`src/rtl/wb_flush_redirect_controller_if.sv`:
```
// Redirect handshake between the WB flush controller (master) and the IF stage (slave).
interface wb_flush_redirect_controller_if;
    logic        redirect_valid;
    logic [31:0] redirect_pc;
    logic        redirect_ready;

    modport master (output redirect_valid, output redirect_pc, input redirect_ready);
    modport slave  (input redirect_valid, input redirect_pc, output redirect_ready);
endinterface

```
`src/rtl/wb_flush_redirect_controller.sv`:
```
// Sequences WB-raised pipeline flushes: squashes in-flight fetch responses, then hands the redirect to IF.
// Optional flush event counter enabled by defining FLUSH_PERF_COUNTER_EN.
module wb_flush_redirect_controller #(
    parameter int unsigned MAX_OUTSTANDING  = 2,
    parameter logic [31:0] REFILL_VECTOR    = 32'hbfc00200,
    parameter logic [31:0] EXCEPTION_VECTOR = 32'hbfc00380
) (
    input  logic        clock,
    input  logic        reset_n,
    input  logic        wb_flush_pipe,
    input  logic        wb_exception_valid,
    input  logic        wb_eret_flush,
    input  logic        wb_tlb_write_flush,
    input  logic        wb_tlb_refill,
    input  logic [31:0] wb_program_count_plus4,
    input  logic [31:0] cp0_epc,
    input  logic        inst_req_fire,
    input  logic        inst_data_ok,
    output logic        flush_pipe,
    output logic        inst_resp_discard,
    wb_flush_redirect_controller_if.master redirect_if,
    output logic        busy,
    output logic [31:0] flush_count
);
    localparam int unsigned   CW      = $clog2(MAX_OUTSTANDING + 1);
    localparam logic [CW-1:0] MAX_CNT = CW'(MAX_OUTSTANDING);
    localparam logic [CW-1:0] ONE     = CW'(1);

    typedef enum logic [1:0] {IDLE, DRAIN, REDIRECT} state_t;

    state_t        state_q, state_d;
    logic [CW-1:0] outstanding_q, outstanding_d;
    logic [CW-1:0] discard_q, discard_d;
    logic [31:0]   redirect_pc_q;
    logic [31:0]   target;

    assign flush_pipe        = wb_flush_pipe;
    assign inst_resp_discard = inst_data_ok && (discard_q != '0);

    always_comb begin
        target = wb_program_count_plus4;
        if (wb_exception_valid)
            target = wb_tlb_refill ? REFILL_VECTOR : EXCEPTION_VECTOR;
        else if (wb_eret_flush)
            target = cp0_epc;
        else if (wb_tlb_write_flush)
            target = wb_program_count_plus4;
    end

    always_comb begin
        outstanding_d = outstanding_q;
        if (inst_req_fire && !inst_data_ok)
            outstanding_d = outstanding_q + ONE;
        else if (!inst_req_fire && inst_data_ok)
            outstanding_d = outstanding_q - ONE;
    end

    // A beat arriving in the event cycle is still accepted, so it is excluded from the reload.
    always_comb begin
        discard_d = discard_q;
        if (wb_flush_pipe)
            discard_d = (inst_data_ok && outstanding_q != '0) ? outstanding_q - ONE : outstanding_q;
        else if (inst_resp_discard)
            discard_d = discard_q - ONE;
    end

    always_ff @(posedge clock or negedge reset_n) begin
        if (!reset_n) begin
            state_q       <= IDLE;
            outstanding_q <= '0;
            discard_q     <= '0;
            redirect_pc_q <= '0;
        end else begin
            state_q       <= state_d;
            outstanding_q <= outstanding_d;
            discard_q     <= discard_d;
            if (wb_flush_pipe)
                redirect_pc_q <= target;
        end
    end

    // Leaving DRAIN on the next count lets the redirect rise right after the last squashed beat.
    always_comb begin
        state_d = state_q;
        case (state_q)
            IDLE:     if (wb_flush_pipe) state_d = DRAIN;
            DRAIN:    if (!wb_flush_pipe && discard_d == '0) state_d = REDIRECT;
            REDIRECT: begin
                if (wb_flush_pipe)
                    state_d = DRAIN;
                else if (redirect_if.redirect_ready)
                    state_d = IDLE;
            end
            default:  state_d = IDLE;
        endcase
    end

    always_comb begin
        redirect_if.redirect_valid = (state_q == REDIRECT);
        redirect_if.redirect_pc    = redirect_pc_q;
        busy                       = (state_q != IDLE);
    end

`ifdef FLUSH_PERF_COUNTER_EN
    logic [31:0] flush_count_q;

    always_ff @(posedge clock or negedge reset_n) begin
        if (!reset_n)
            flush_count_q <= '0;
        else if (wb_flush_pipe)
            flush_count_q <= flush_count_q + 32'd1;
    end

    assign flush_count = flush_count_q;
`else
    assign flush_count = '0;
`endif

`ifndef SYNTHESIS
    a_outstanding_overflow: assert property (@(posedge clock) disable iff (!reset_n)
        !(inst_req_fire && !inst_data_ok && outstanding_q == MAX_CNT))
        else $error("instruction-bus outstanding count exceeds MAX_OUTSTANDING");
    a_outstanding_underflow: assert property (@(posedge clock) disable iff (!reset_n)
        !(inst_data_ok && !inst_req_fire && outstanding_q == '0))
        else $error("instruction-bus response with nothing outstanding");
    a_req_while_busy: assert property (@(posedge clock) disable iff (!reset_n)
        !(inst_req_fire && busy))
        else $error("IF issued a fetch before taking the redirect");
`endif
endmodule
```
`src/flat_wrapper.sv`:
```
// flat-port wrapper written by rule: the top's interface ports become plain ports
module wb_flush_redirect_controller_flat 
#(
    parameter int unsigned MAX_OUTSTANDING  = 2,
    parameter logic [31:0] REFILL_VECTOR    = 32'hbfc00200,
    parameter logic [31:0] EXCEPTION_VECTOR = 32'hbfc00380
)
  (clock, reset_n, wb_flush_pipe, wb_exception_valid, wb_eret_flush, wb_tlb_write_flush, wb_tlb_refill, wb_program_count_plus4, cp0_epc, inst_req_fire, inst_data_ok, flush_pipe, inst_resp_discard, busy, flush_count, redirect_if_redirect_valid, redirect_if_redirect_pc, redirect_if_redirect_ready);
  wb_flush_redirect_controller_if redirect_if_i ();
  input  logic clock;
  input  logic reset_n;
  input  logic wb_flush_pipe;
  input  logic wb_exception_valid;
  input  logic wb_eret_flush;
  input  logic wb_tlb_write_flush;
  input  logic wb_tlb_refill;
  input  logic [31:0] wb_program_count_plus4;
  input  logic [31:0] cp0_epc;
  input  logic inst_req_fire;
  input  logic inst_data_ok;
  output logic flush_pipe;
  output logic inst_resp_discard;
  output logic busy;
  output logic [31:0] flush_count;
  output wire logic [$bits(redirect_if_i.redirect_valid)-1:0] redirect_if_redirect_valid;
  output wire logic [$bits(redirect_if_i.redirect_pc)-1:0] redirect_if_redirect_pc;
  input wire logic [$bits(redirect_if_i.redirect_ready)-1:0] redirect_if_redirect_ready;
  assign redirect_if_redirect_valid = redirect_if_i.redirect_valid;
  assign redirect_if_redirect_pc = redirect_if_i.redirect_pc;
  assign redirect_if_i.redirect_ready = redirect_if_redirect_ready;
  wb_flush_redirect_controller #(.MAX_OUTSTANDING(MAX_OUTSTANDING), .REFILL_VECTOR(REFILL_VECTOR), .EXCEPTION_VECTOR(EXCEPTION_VECTOR)) u_core (.clock(clock), .reset_n(reset_n), .wb_flush_pipe(wb_flush_pipe), .wb_exception_valid(wb_exception_valid), .wb_eret_flush(wb_eret_flush), .wb_tlb_write_flush(wb_tlb_write_flush), .wb_tlb_refill(wb_tlb_refill), .wb_program_count_plus4(wb_program_count_plus4), .cp0_epc(cp0_epc), .inst_req_fire(inst_req_fire), .inst_data_ok(inst_data_ok), .flush_pipe(flush_pipe), .inst_resp_discard(inst_resp_discard), .redirect_if(redirect_if_i), .busy(busy), .flush_count(flush_count));
endmodule
```
`config.mk`:
```
export PLATFORM = sky130hd
export DESIGN_NAME = wb_flush_redirect_controller_flat
export DESIGN_NICKNAME = d
export VERILOG_FILES = /design/src/rtl/wb_flush_redirect_controller_if.sv /design/src/rtl/wb_flush_redirect_controller.sv /design/src/flat_wrapper.sv
export SDC_FILE = /design/constraint.sdc
export NUM_CORES = 1
export LEC_CHECK = 0
export ABC_AREA = 0
export CAP_MARGIN = 25
export CELL_PAD_IN_SITES_DETAIL_PLACEMENT = 0
export CELL_PAD_IN_SITES_GLOBAL_PLACEMENT = 2
export CORE_ASPECT_RATIO = 0.9
export CORE_MARGIN = 3
export CORE_UTILIZATION = 39
export DETAILED_ROUTE_END_ITERATION = 6
export DONT_BUFFER_PORTS = 1
export PLACE_DENSITY_LB_ADDON = 0.1
export REMOVE_ABC_BUFFERS = 1
export SYNTH_ARGS = -nofsm -noshare
export SYNTH_HDL_FRONTEND = slang
export SYNTH_SLANG_ARGS = --single-unit
export TNS_END_PERCENT = 30
```
`constraint.sdc`:
```
create_clock -name clock -period 3.9 [get_ports clock]
set_input_delay 1.17 -clock clock [delete_from_list [all_inputs] [get_ports clock]]
set_output_delay 1.17 -clock clock [all_outputs]
set_load 0.01 [all_outputs]
```
======== Word-level counts from Yosys, hierarchy flattened ========
Cells that the tools add are included.
storage, ports and cells
  output and inout port bits .............. 68
  input port bits ......................... 74
  register bits after elaboration ......... 38
  word-level logic and storage cells ...... 40
operators by class
  reductions and logical operators ........ 15
  add/sub/neg operators ................... 3
  eq/ne operators ......................... 5
  multiplexer cells ....................... 13
operator list
  kind                                                   count
  two-way mux 32 bit                                     2
  two-way mux 2 bit                                      9
  two-way mux 9 bit                                      1
  nonzero test 2 bit                                     4
  case mux 2 bit (3 select lines)                        1
  logical AND 1 bit                                      5
  zero test 2 bit                                        2
  subtractor 2 x 1 -> 2 bit, second input constant       2
  zero test 1 bit                                        3
  inequality test 3 x 2 -> 1 bit, second input constant  1
  AND reduction 3 bit                                    1
  adder 2 x 1 -> 2 bit, second input constant            1
  == test 2 x 1 -> 1 bit, second input constant          1
  == test 2 bit, second input constant                   1
  inequality test 2 x 1 -> 1 bit, second input constant  1
  inequality test 2 bit, second input constant           1

======== Depth between registers and ports, before layout ========
Gate-level depths: netlist (run 1).
  depth after elaboration ................. 8
  mapped depth ............................ 5

======== Worst setup path after synthesis (run 1) ========
OpenSTA, ideal clock, no wires.
  kind .................................... input to output
  start point ............................. in inst_data_ok
  end point ............................... out inst_resp_discard
  required time ........................... 2.730 ns
  setup slack ............................. 1.395 ns
  cell stages on the path ................. 1
  data arrival time ....................... 1.335 ns
  buffers on the path ..................... 0
  path through ............................ and2b_4
between the ends
  word-level cells in the longest chain between the ends .. 1
ends and longest elaborated chain
  item               RTL line                            RTL
  from (decl)        flat_wrapper.sv:20                  input logic inst_data_ok;
  logical AND 1 bit  wb_flush_redirect_controller.sv:38  assign inst_resp_discard = inst_data_ok && (discard_q != '0);
  to (decl)          flat_wrapper.sv:22                  output logic inst_resp_discard;
Every way passes these cells.

======== Final worst setup path (run 1) ========
Same ends and word-level chain as after synthesis.

==> results by stage, run 1 <==
Power:
- For this design the static power due to leakage is 1.02 nW.
- The power density over the cells is 451 nW/um2.
- Across the VDD grid, the largest voltage drop is 183 uV.

Route:
- The first TritonRoute pass finished after 4 iterations.
- The routed via count is 1316.
- Dividing the detail-routed wire length by the instance count gives 17.6 um.
- The DRC violation count after routing is 0.
- The via-per-instance ratio is 5.04.
- The number of design-rule violations left by the first detailed-router iteration is 34.
- The remaining antenna violation count is 0.
- The aggregate routed wire length is 4.59 mm.

Critical path:
- Among cell families on the critical path, the largest total delay comes from simple AND/OR/NAND/NOR gates.
- The signal on the critical path passes through and2b_4.
- The required time at the worst-slack endpoint is 2.73 ns.
- For this run, the slowest stage of the critical path takes 0.18 ns.
- For the worst setup path, the data arrival time is 1.35 ns.
- The class of the most critical setup path is input port to output pin.
- Counting both buffers and inverters, the worst setup path holds a total of 0.
- Of all nets on the critical path, the largest fanout is 5.
- STA classifies the critical path startpoint as an input port.
- Among all stages on the critical path, the largest delay is contributed by and2b_4.
- The element type at the critical path end is an output pin.

STA:
- The final count of hold timing violations came to 0.
- The final-report max-slew violation count is 0.
- The portion of the clock cycle consumed by the worst path in the final layout is 0.645.
- Adding up every negative setup slack in the final design gives 0 ns.
- The upper clock frequency limit is 397 MHz.
- Once routing completed, OpenROAD measured the worst setup slack at 1.38 ns.
- The final-report setup violation count is 0.
- The worst clock skew is 0.00321 ns.
- Setup repair after global routing left no endpoint under its margin.
- The worst hold margin is 0.524 ns.
- The worst path needs 2.52 ns of the cycle, external delays included.

Yosys:
- Of the total synthesized cell area, the portion taken by AND, OR, NAND and NOR gates is 0.0631.
- The synthesized-area fraction occupied by ao, oa, aoi and oai cells is 0.190.
- dfrtp_1 is the most common cell in the netlist.
- The adder-cell share of the synthesized area is 0.0160.
- After synthesis the netlist holds a flip-flop and latch count of 38.
- In the synthesized netlist the dominant register cell turns out to be dfrtp_1.
- The fraction of registers with async set or reset after synthesis is 1.00.
- The area fraction of the dominant cell type after synthesis is 0.406.
- Counting flops with a built-in enable in the synthesized netlist gives 0.
- Dividing the synthesized area by the synthesized cell count gives 11.9 um2.
- The post-synth design cell area is 2340 um2.
- The share of the synthesized netlist area taken by xor and xnor gates is 0.0150.
- Counting distinct cell types in the post-synthesis netlist gives 33.
- After synthesis, the share of cell area in mux cells is 0.133.
- Yosys printed 0 warnings.
- The combinational family with the most area after synthesis is compound AO/OA/AOI/OAI gates.
- In the post-synthesis netlist, the biggest area contributors are dfrtp_1 (41%), mux2i_1 (13%), o2bb2ai_2 (13%), buf_4 (11%), buf_12 (2.6%).
- For this run, the register share of the synthesized area comes to 0.406.
- Counting every instance in the synthesized netlist gives 196.
- Sorting the synthesized cells by how often they occur yields dfrtp_1 (38), buf_4 (34), mux2i_1 (31), o2bb2ai_2 (20), nor2_1 (13).
- Of all cell types, the one taking the most synthesized area is dfrtp_1.

Floorplanning:
- In this run the count of I/O pins placed on the die edge is 142.
- The width of the die is 87.6 um.
- The floorplan step defined a die boundary enclosing 6970 um2.
- For this configuration, the core starts out at a cell density of 0.406.
- From bottom edge to top edge, the die measures 79.5 um.
- The number of placement rows is 26.
- The core region is 5760 um2.

CTS:
- The number of buffers added by the clock tree synthesis step is 5.
- Hold repair after CTS inserted 0 buffers.
- The clock tree from TritonCTS is yes.
- Post-CTS timing repair inserted 0 buffers for setup.
- The clock passes through at most 2 buffers.
- The TritonCTS sink count is 38.
- In this run the number of H-tree levels came out at 2.
- The clock root buffer is clkbuf_8.
- Post-CTS repair changed the size of 0 cells.
- The clock-pin slew on the worst setup and hold paths is 0.06 ns.
- For the worst-skew pair, the clock arrives at the later sink with an insertion delay of 0.27 ns.

Global route:
- The number of antenna violations at the first check in global routing is 0.
- The number of global-route vias before repair is 1433.
- For this run, the total global-route usage over all layers was measured as 0.133.
- Summed over all layers, the global routing overflow is 0.
- The global-route wire length before repair is 7.15 mm.
- Entering global routing, the biggest net connects 39 pins.

Final layout:
- The area growth from synthesis to layout is -4.28%.
- The utilization after layout is 0.389.
- The total number of nets in the final design is 268.
- The final design instance area without fill is 2240 um2.
- 0 antenna diodes ended up in the layout.
- In the final layout, the share of cells above drive strength 1 is 0.168.

Placement:
- The placer congestion estimate is 0.770.
- At the placement stage, the worst setup path has a slack of 1.38 ns.
- Port buffering added 0 buffers.
- The placed instance area is 2160 um2.
- The detailed placer's ending HPWL is 3.43 mm.

Hold path:
- The class of the tightest hold or removal check is register to register.

Flow run:
- The tool flagged a number of max-cap violations equal to 0.

Outcome:
- The flow ran to the end, and the final reports show no timing, DRC or antenna violations.
## where the power goes
group          switching, W  internal, W  leakage, nW  total [W]
registers         0.0000683     0.000454        0.458   0.000522
logic              0.000119     0.000120        0.519   0.000239
clock network      0.000126     0.000123       0.0383   0.000249
total              0.000313     0.000697         1.02    0.00101
## cell type report
cell class                 count  area, um2
fill                         560       3520
multi-input combinational    139       1100
sequential                    38        951
tap                           70       87.6
clock buffer                   7       76.3
inverter                       7       28.8
## cells in the final DEF (no fill, tap or decap), drive strengths merged, types with 2 or more instances in the layout
master,n
mux2i,31
o2bb2ai,23
nand3b,2
ha,3
a211oi,2
conb,32
and2b,2
inv,7
or2,2
nor2,14
nand2,3
nor2b,2
a21oi,11
xnor2,3
clkbuf,7
dfrtp,38
o21ai,3
## cell families (layout without fill, tap and decap cells)
kind of cell / count (synthesis) / in the layout
flops: 38 / 38
other cells: 1 / 32
compound gates: 42 / 42
xor+xnor: 4 / 4
simple gates: 27 / 27
fa+ha+maj: 3 / 3
buf+inv: 50 / 14
mux: 31 / 31
## per-stage QoR
| step | power, W | instances |
|---|---|---|
| floorplan | 0.000722 | 184 |
| global placement | 0.000756 | 254 |
| detailed placement | 0.000774 | 254 |
| CTS | 0.00103 | 261 |
| global route | 0.00109 | 261 |
| finish | 0.00101 | 261 |
## path summary, 6_finish.rpt
path | start | to | slack [ns] | cells past startpoint
max in group asynchronous | reset_n | u_core.redirect_if.redirect_pc[18]$_DFFE_PN0P_ | 3.23 | 0
hold reg to reg | u_core.outstanding_q[1]$_DFFE_PN0P_ | u_core.outstanding_q[1]$_DFFE_PN0P_ | 0.52 | 2
setup reg to reg | u_core.discard_q[0]$_DFF_PN0_ | u_core.state_q[0]$_DFFE_PN0P_ | 2.56 | 5
hold / removal | u_core.outstanding_q[1]$_DFFE_PN0P_ | u_core.outstanding_q[1]$_DFFE_PN0P_ | 0.52 | 2
setup / recovery | inst_data_ok | inst_resp_discard | 1.38 | 1
min in group asynchronous | reset_n | u_core.redirect_if.redirect_pc[7]$_DFFE_PN0P_ | 0.58 | 0
## metal layers
layer	GRT usage	vias to the layer above	part of all wire
li1	-	613	-
met1	0.147	625	0.38
met2	0.235	74	0.52
met3	0.0464	4	0.093
met4	0.0414	0	0.0061
met5	0	-	0
## flip-flops by register name, summed over array words and instances, names as in the netlist
name,cells
u_core.redirect_if.redirect_pc,32
u_core.outstanding_q,2
u_core.state_q,2
u_core.discard_q,2
(Power assumes the default switching activity.)
==> run 2, diff against run 1 <==
- CORE_UTILIZATION: 39 -> 36
- clock period: 3.9 -> 2.58 ns (I/O delays scaled with it)
==> results by stage, run 2 (same netlist as run 1, synthesis figures left out) <==
STA:
- Setup repair after global routing left no endpoint under its margin.
- The final-report max-slew violation count came to 0.
- The upper clock frequency limit is 503 MHz.
- Setup violations remaining at the end of the flow were counted as 0.
- In the finished design, the share of the clock period the worst path needs comes to 0.770.
- The worst clock skew is 0.00430 ns.
- The final count of hold timing violations is 0.
- After routing, the total negative slack on setup checks comes to 0 ns.
- The minimum period implied by the final worst setup slack is 1.99 ns.

Critical path:
- The number of buffers and inverters on the critical path is 1.
- The reg-to-reg setup timing slack is 1.26 ns.
- The class of the most critical setup path is register to output pin.
- In this run the critical register-to-register path is launched from u_core.discard_q[0]$_DFF_PN0_.
- The kind of cell with the highest combined delay along the critical path is flip-flops.
- The peak fanout along the critical path is 4.
- The worst register-to-register path ends at u_core.state_q[0]$_DFFE_PN0P_.
- STA classifies the critical path endpoint as an output pin.
- The signal on the critical path passes through inv_1 > ha_1 > and2b_4.
- For the worst flop-to-flop path, the logic depth is 5.
- The kind of start point of the critical path is a register.
- The stage delay of the slowest cell on the critical path is 0.38 ns.
- The master of the slowest instance on the critical path is dfrtp_1.
- For the worst setup path, the data arrival time is 1.21 ns.
- The required time at the worst-slack endpoint is 1.81 ns.

Power:
- The peak supply drop is 348 uV.
- Summed over all cells, the static leakage comes to 1.03 nW.
- Overall power consumption after layout is estimated at 0.00156 W.
- The power density over the cells is 686 nW/um2.

Global route:
- The global-route wire length before repair is 6.86 mm.
- The number of global-route vias before repair was 1352.
- The overall fraction of global-route tracks in use is 0.118.
- The number of antenna violations at the first check in global routing came to 0.
- Entering global routing, the biggest net connects 39 pins.
- For this run the aggregate overflow at the end of global routing stands at 0.

CTS:
- The clock root buffer is clkbuf_8.
- The TritonCTS sink count is 38.
- Post-CTS timing repair inserted 0 buffers for setup.
- The clock reaches the later pin of the worst-skew pair after 0.28 ns.
- The number of instances resized during post-cts repair is 0.
- The total of hold buffers inserted after clock tree synthesis is 0.
- TritonCTS built the clock tree.
- Counting the buffers created by CTS gives 5.
- No sink is reached through more buffers than the 2 on the longest clock path.
- The CTS H-tree depth is 2.
- After clock tree synthesis, the clock-pin slew on the worst setup and hold paths is 0.08 ns.

Final layout:
- The fraction of final layout cells sized beyond drive strength 1 is 0.177.
- The area growth from synthesis to layout is -2.73%.
- The library cells used most frequently in the layout, excluding fill and tap cells, are dfrtp_1 (38), conb_1 (32), mux2i_1 (31), o2bb2ai_2 (20), nor2_1 (13).
- The total number of nets in the final design is 268.
- The register with the most flip-flops in the layout has 32 of them.
- The layout has 621 filler cells.
- 0 antenna diodes ended up in the layout.
- The library cell used most frequently in the layout, excluding fill and tap cells, is dfrtp_1.

Floorplanning:
- The effective utilization at floorplan is 0.376.
- 142 I/O pins were placed.
- After floorplanning, the core was divided into 27 placement rows.
- The height of the chip is 82.5 um.
- The floorplan die area is 7500 um2.
- The total area inside the core boundary comes to 6220 um2.
- The width of the die is 91.0 um.

Placement:
- The number of buffers added on ports is 0.
- After legalization and detailed placement, the total HPWL measured 3.33 mm.
- The placer congestion estimate is 0.674.

Hold path:
- The worst hold path belongs to the class input port to async pin.

Route:
- In the routed design, unresolved DRC markers number 0.
- The final layout contains routed wiring with a total length of 4.48 mm.
- The number of design-rule violations left by the first detailed-router iteration is 39.
- The remaining antenna violation count is 0.
- The via-per-instance ratio is 4.77.
- Detailed routing inserted a total of 1332 vias.
- The number of optimization iterations in the first detailed-route pass is 3.
- The detail-routed net length per standard cell is 16.0 um.

Outcome:
- The flow ran to the end, and the final reports show no timing, DRC or antenna violations.

Flow run:
- The number of violations of the max-capacitance limit is 0.
[run 2: changes by cell type in the layout (fill, tap and decap cells not counted), sizes merged]
cell,change
clkinv,+1
[run 2: worst max path at each step]
stage                                  start                 to  slack (ns)  cells after the start
6_report       u_core.discard_q[0]$_DFF_PN0_  inst_resp_discard        0.59                      3
4_1_cts        u_core.discard_q[0]$_DFF_PN0_  inst_resp_discard        0.56                      3
3_5_place_dp                    inst_data_ok  inst_resp_discard        0.85                      1
3_3_place_gp                    inst_data_ok  inst_resp_discard        0.85                      1
2_1_floorplan                   inst_data_ok  inst_resp_discard        0.87                      1
5_1_grt        u_core.discard_q[0]$_DFF_PN0_  inst_resp_discard        0.51                      3
[run 2: cell type report]
type | instances | area, um2 | share of cell area
Tap cell | 87 | 109 | 0.0478
Clock inverter | 1 | 5.00 | 0.00220
Inverter | 7 | 28.8 | 0.0126
Multi-Input combinational cell | 139 | 1100 | 0.482
Clock buffer | 7 | 86.3 | 0.0379
Sequential cell | 38 | 951 | 0.418
[run 2: worst reg2reg max path, delay by kind of cell (launching register included)]
family / cells / cell delay (ns)
AOI/OAI and AO/OA: 2 / 0.41
adders and majority gates: 1 / 0.20
buffers and inverters: 1 / 0.07
DFF: 1 / 0.38
and+or+nand+nor: 1 / 0.17
[run 2: per-stage QoR]
stage                     hold WS, ns  cells  setup slack, ns  instance area (um2)   util
after floorplan                 0.471    184            0.867                 2080      -
after global placement          0.480    271            0.851                 2180  0.351
after detailed placement        0.480    271            0.851                 2180  0.351
after CTS                       0.163    279            0.565                 2280  0.366
after global routing            0.148    279            0.505                 2280  0.366
final                           0.177    279            0.592                 2280  0.366
[run 2: report_power, final]
group	switching, W	total (W)	internal (W)
combinational	0.000179	0.000359	0.000179
sequential	0.0000992	0.000785	0.000686
clock	0.000202	0.000417	0.000216
[run 2: metal layers]
layer	global-route usage	part of all wire	wire length, um	vias up
li1	-	-	-	616
met1	0.137	0.41	1830	627
met2	0.202	0.48	2160	84
met3	0.0389	0.10	447	5
met4	0.0497	0.0098	44	0
met5	0	0	0	-
==> run 3, diff against run 2 <==
- clock period: 2.58 -> 2 ns (I/O delays scaled with it)
==> results by stage, run 3 (same netlist as run 1, synthesis figures left out) <==
Outcome:
- The run finished with clean final reports.

Global route:
- The number of antenna violations at the first check in global routing is 0.
- For this run, global-route usage on met1 was measured as 0.141.
- The number of global-route vias before repair came to 1382.
- The largest net degree at the start of global routing is 39.
- In the global route stage, met3 resource usage came out at 0.0408.
- After global routing the overflow that remains totals 0.
- For this run, the total global-route usage over all layers was measured as 0.120.
- The met2 demand-to-capacity share in global routing is 0.207.
- The most used routing layer in global routing is met2.
- The global-route wire length before repair is 7.02 mm.

Final layout:
- The number of antenna repair diodes is 0.
- The final design instance area without fill is 2300 um2.
- The total number of nets in the final design is 269.
- Leaving out fill and tap cells, the most frequent cells in the layout are dfrtp_1 (38), conb_1 (32), mux2i_1 (31), o2bb2ai_2 (20), nor2_1 (13).
- The layout overhead on the synthesized area is -1.87%.
- The fraction of final layout cells sized beyond drive strength 1 is 0.181.
- The number of flip-flops under the largest register name is 32.
- For this run, the share of the core covered by cells in the final layout is 0.369.
- The library cell used most frequently in the layout, excluding fill and tap cells, is dfrtp_1.

CTS:
- The TritonCTS sink count is 38.
- The deepest clock path buffer count is 2.
- The number of clock buffers added by TritonCTS is 5.
- The clock tree from TritonCTS is yes.
- The count of buffers added by post-CTS timing repair for setup is 0.
- After clock tree synthesis, the clock-pin slew on the worst setup and hold paths is 0.07 ns.
- CTS built an H-tree with a depth of 2.
- Clock latency on the worst-skew pair, taken at its later pin, is 0.28 ns.
- The root buffer cell chosen for the clock tree is clkbuf_8.

Critical path:
- The required time at the worst-slack endpoint is 1.40 ns.
- The end point of the critical path is inst_resp_discard.
- The element type at the critical path end is an output pin.
- The worst setup path startpoint is u_core.discard_q[0]$_DFF_PN0_.
- The reg-to-reg setup timing slack is 0.68 ns.
- The worst reg2reg path startpoint is u_core.discard_q[0]$_DFF_PN0_.
- The arrival time of the worst setup path is 1.20 ns.
- In this run the worst path has a maximum fanout of 4.
- On the worst path, the slowest cell contributes a delay of 0.37 ns.
- The capture instance of the worst register-to-register path is u_core.state_q[0]$_DFFE_PN0P_.
- Walking the worst path, the cells encountered are inv_1 > ha_1 > and2b_4.
- The class of the most critical setup path is register to output pin.
- The number of cells on the worst reg-to-reg path is 5.
- The worst setup path is launched from a register.
- The master of the slowest instance on the critical path is dfrtp_1.

Power:
- The share of total power in the clock network is 0.263.
- Summed over all cells, the static leakage comes to 1.03 nW.
- The total power of the final layout is 0.00203 W.
- Dividing total power by cell area gives a power density of 883 nW/um2.
- The fraction of power consumed by combinational cells is 0.237.
- In this run the power spent charging and discharging nets is 0.000628 W.
- The switching power as a share of total power is 0.310.
- The peak supply drop is 449 uV.
- Internal power comes to 0.00140 W.
- The share of total power dissipated in sequential elements is 0.500.

Route:
- Before antenna repair, the detailed router went through 3 iterations.
- The via-per-instance ratio is 4.73.
- For this block, the initial DRC count from the detailed router was 45.
- The routed via count is 1323.
- The routed design has 4.49 mm of wire.
- In the routed design, unresolved DRC markers number 0.
- In the final routed layout, each cell accounts on average for 16.0 um.
- The remaining antenna violation count is 0.

Placement:
- The placer congestion estimate is 0.674.
- The number of buffers added on ports is 0.
- The detailed placer's ending HPWL is 3.34 mm.
- Summing all placed instances gives a cell area of 2180 um2.

STA:
- Static timing analysis puts the maximum clock frequency at 554 MHz.
- Clock skew on the completed layout was measured at 0.00199 ns.
- After routing, the total negative slack on setup checks comes to 0 ns.
- The clock period could shrink to 1.80 ns.
- The final-report setup violation count is 0.
- Hold is met by 0.147 ns.
- The portion of the clock cycle consumed by the worst path in the final layout is 0.902.
- Setup repair after global routing left no endpoint under its margin.
- The final count of hold timing violations came to 0.
- The final-report max-slew violation count was 0.

Floorplanning:
- The floorplan has 27 rows.
- The floorplan step set the die width to 91.0 um.
- The floorplan die area is 7500 um2.
- The initial utilization of the core area, before any placement, comes to 0.376.
- The height of the chip is 82.5 um.
- The number of placed I/O pins is 142.
- The area of the core is 6220 um2.

Hold path:
- The worst hold path belongs to the class input port to async pin.

Flow run:
- Across the run, the number of max-cap violations was 0.
[run 3: cell count changes in the layout (fill, tap and decap cells not counted), sizes merged]
cell / delta
buf: +1
[run 3: how the worst min path moves through the flow]
stage / startpoint / end / slack [ns] / cells past startpoint
after floorplan: reset_n / u_core.discard_q[0]$_DFF_PN0_ / 0.30 / 0
after global placement: reset_n / u_core.outstanding_q[1]$_DFFE_PN0P_ / 0.31 / 0
after detailed placement: reset_n / u_core.outstanding_q[0]$_DFFE_PN0P_ / 0.31 / 0
after CTS: reset_n / u_core.outstanding_q[1]$_DFFE_PN0P_ / 0.15 / 1
after global routing: reset_n / u_core.outstanding_q[0]$_DFFE_PN0P_ / 0.15 / 1
final: reset_n / u_core.outstanding_q[1]$_DFFE_PN0P_ / 0.15 / 1
[run 3: layout make-up]
class | instances | area [um2]
Multi-Input combinational cell | 139 | 1100
Clock buffer | 7 | 86.3
Timing Repair Buffer | 1 | 20.0
Tap cell | 87 | 109
Sequential cell | 38 | 951
Clock inverter | 1 | 5.00
Fill cell | 632 | 3920
Inverter | 7 | 28.8
[run 3: what timing repair did]
item / in CTS / in global routing
hold buffers: 1 / 0
gates resized for setup: 0 / 0
endpoints found under the hold margin: 38 / 0
[run 3: power by group through the flow]
stage	logic [W]	clock network, W	registers (W)
final	0.000481	0.000533	0.00101
after global routing	0.000551	0.000605	0.00103
after CTS	0.000494	0.000566	0.00101
after detailed placement	0.000472	0	0.00103
after global placement	0.000455	0	0.00102
after floorplan	0.000405	0	0.00100
[run 3: per-layer routing]
metal / share of wire / vias up
met2: 0.50 / 80
met4: 0.0049 / 0
met5: 0 / -
met3: 0.10 / 2
met1: 0.39 / 626
li1: - / 615
[run 3: critical path, delay by kind of cell (launching register included)]
kind,cells,cell delay (ns)
flip-flops,1,0.37
adder cells (fa/ha/maj),1,0.20
AND/OR/NAND/NOR,1,0.29
buffers and inverters,1,0.07
[run 3: stage by stage]
stage,cells,setup slack (ns)
5_1_grt,280,0.111
3_3_place_gp,271,0.509
2_1_floorplan,184,0.542
4_1_cts,280,0.163
3_5_place_dp,271,0.485
6_report,280,0.195
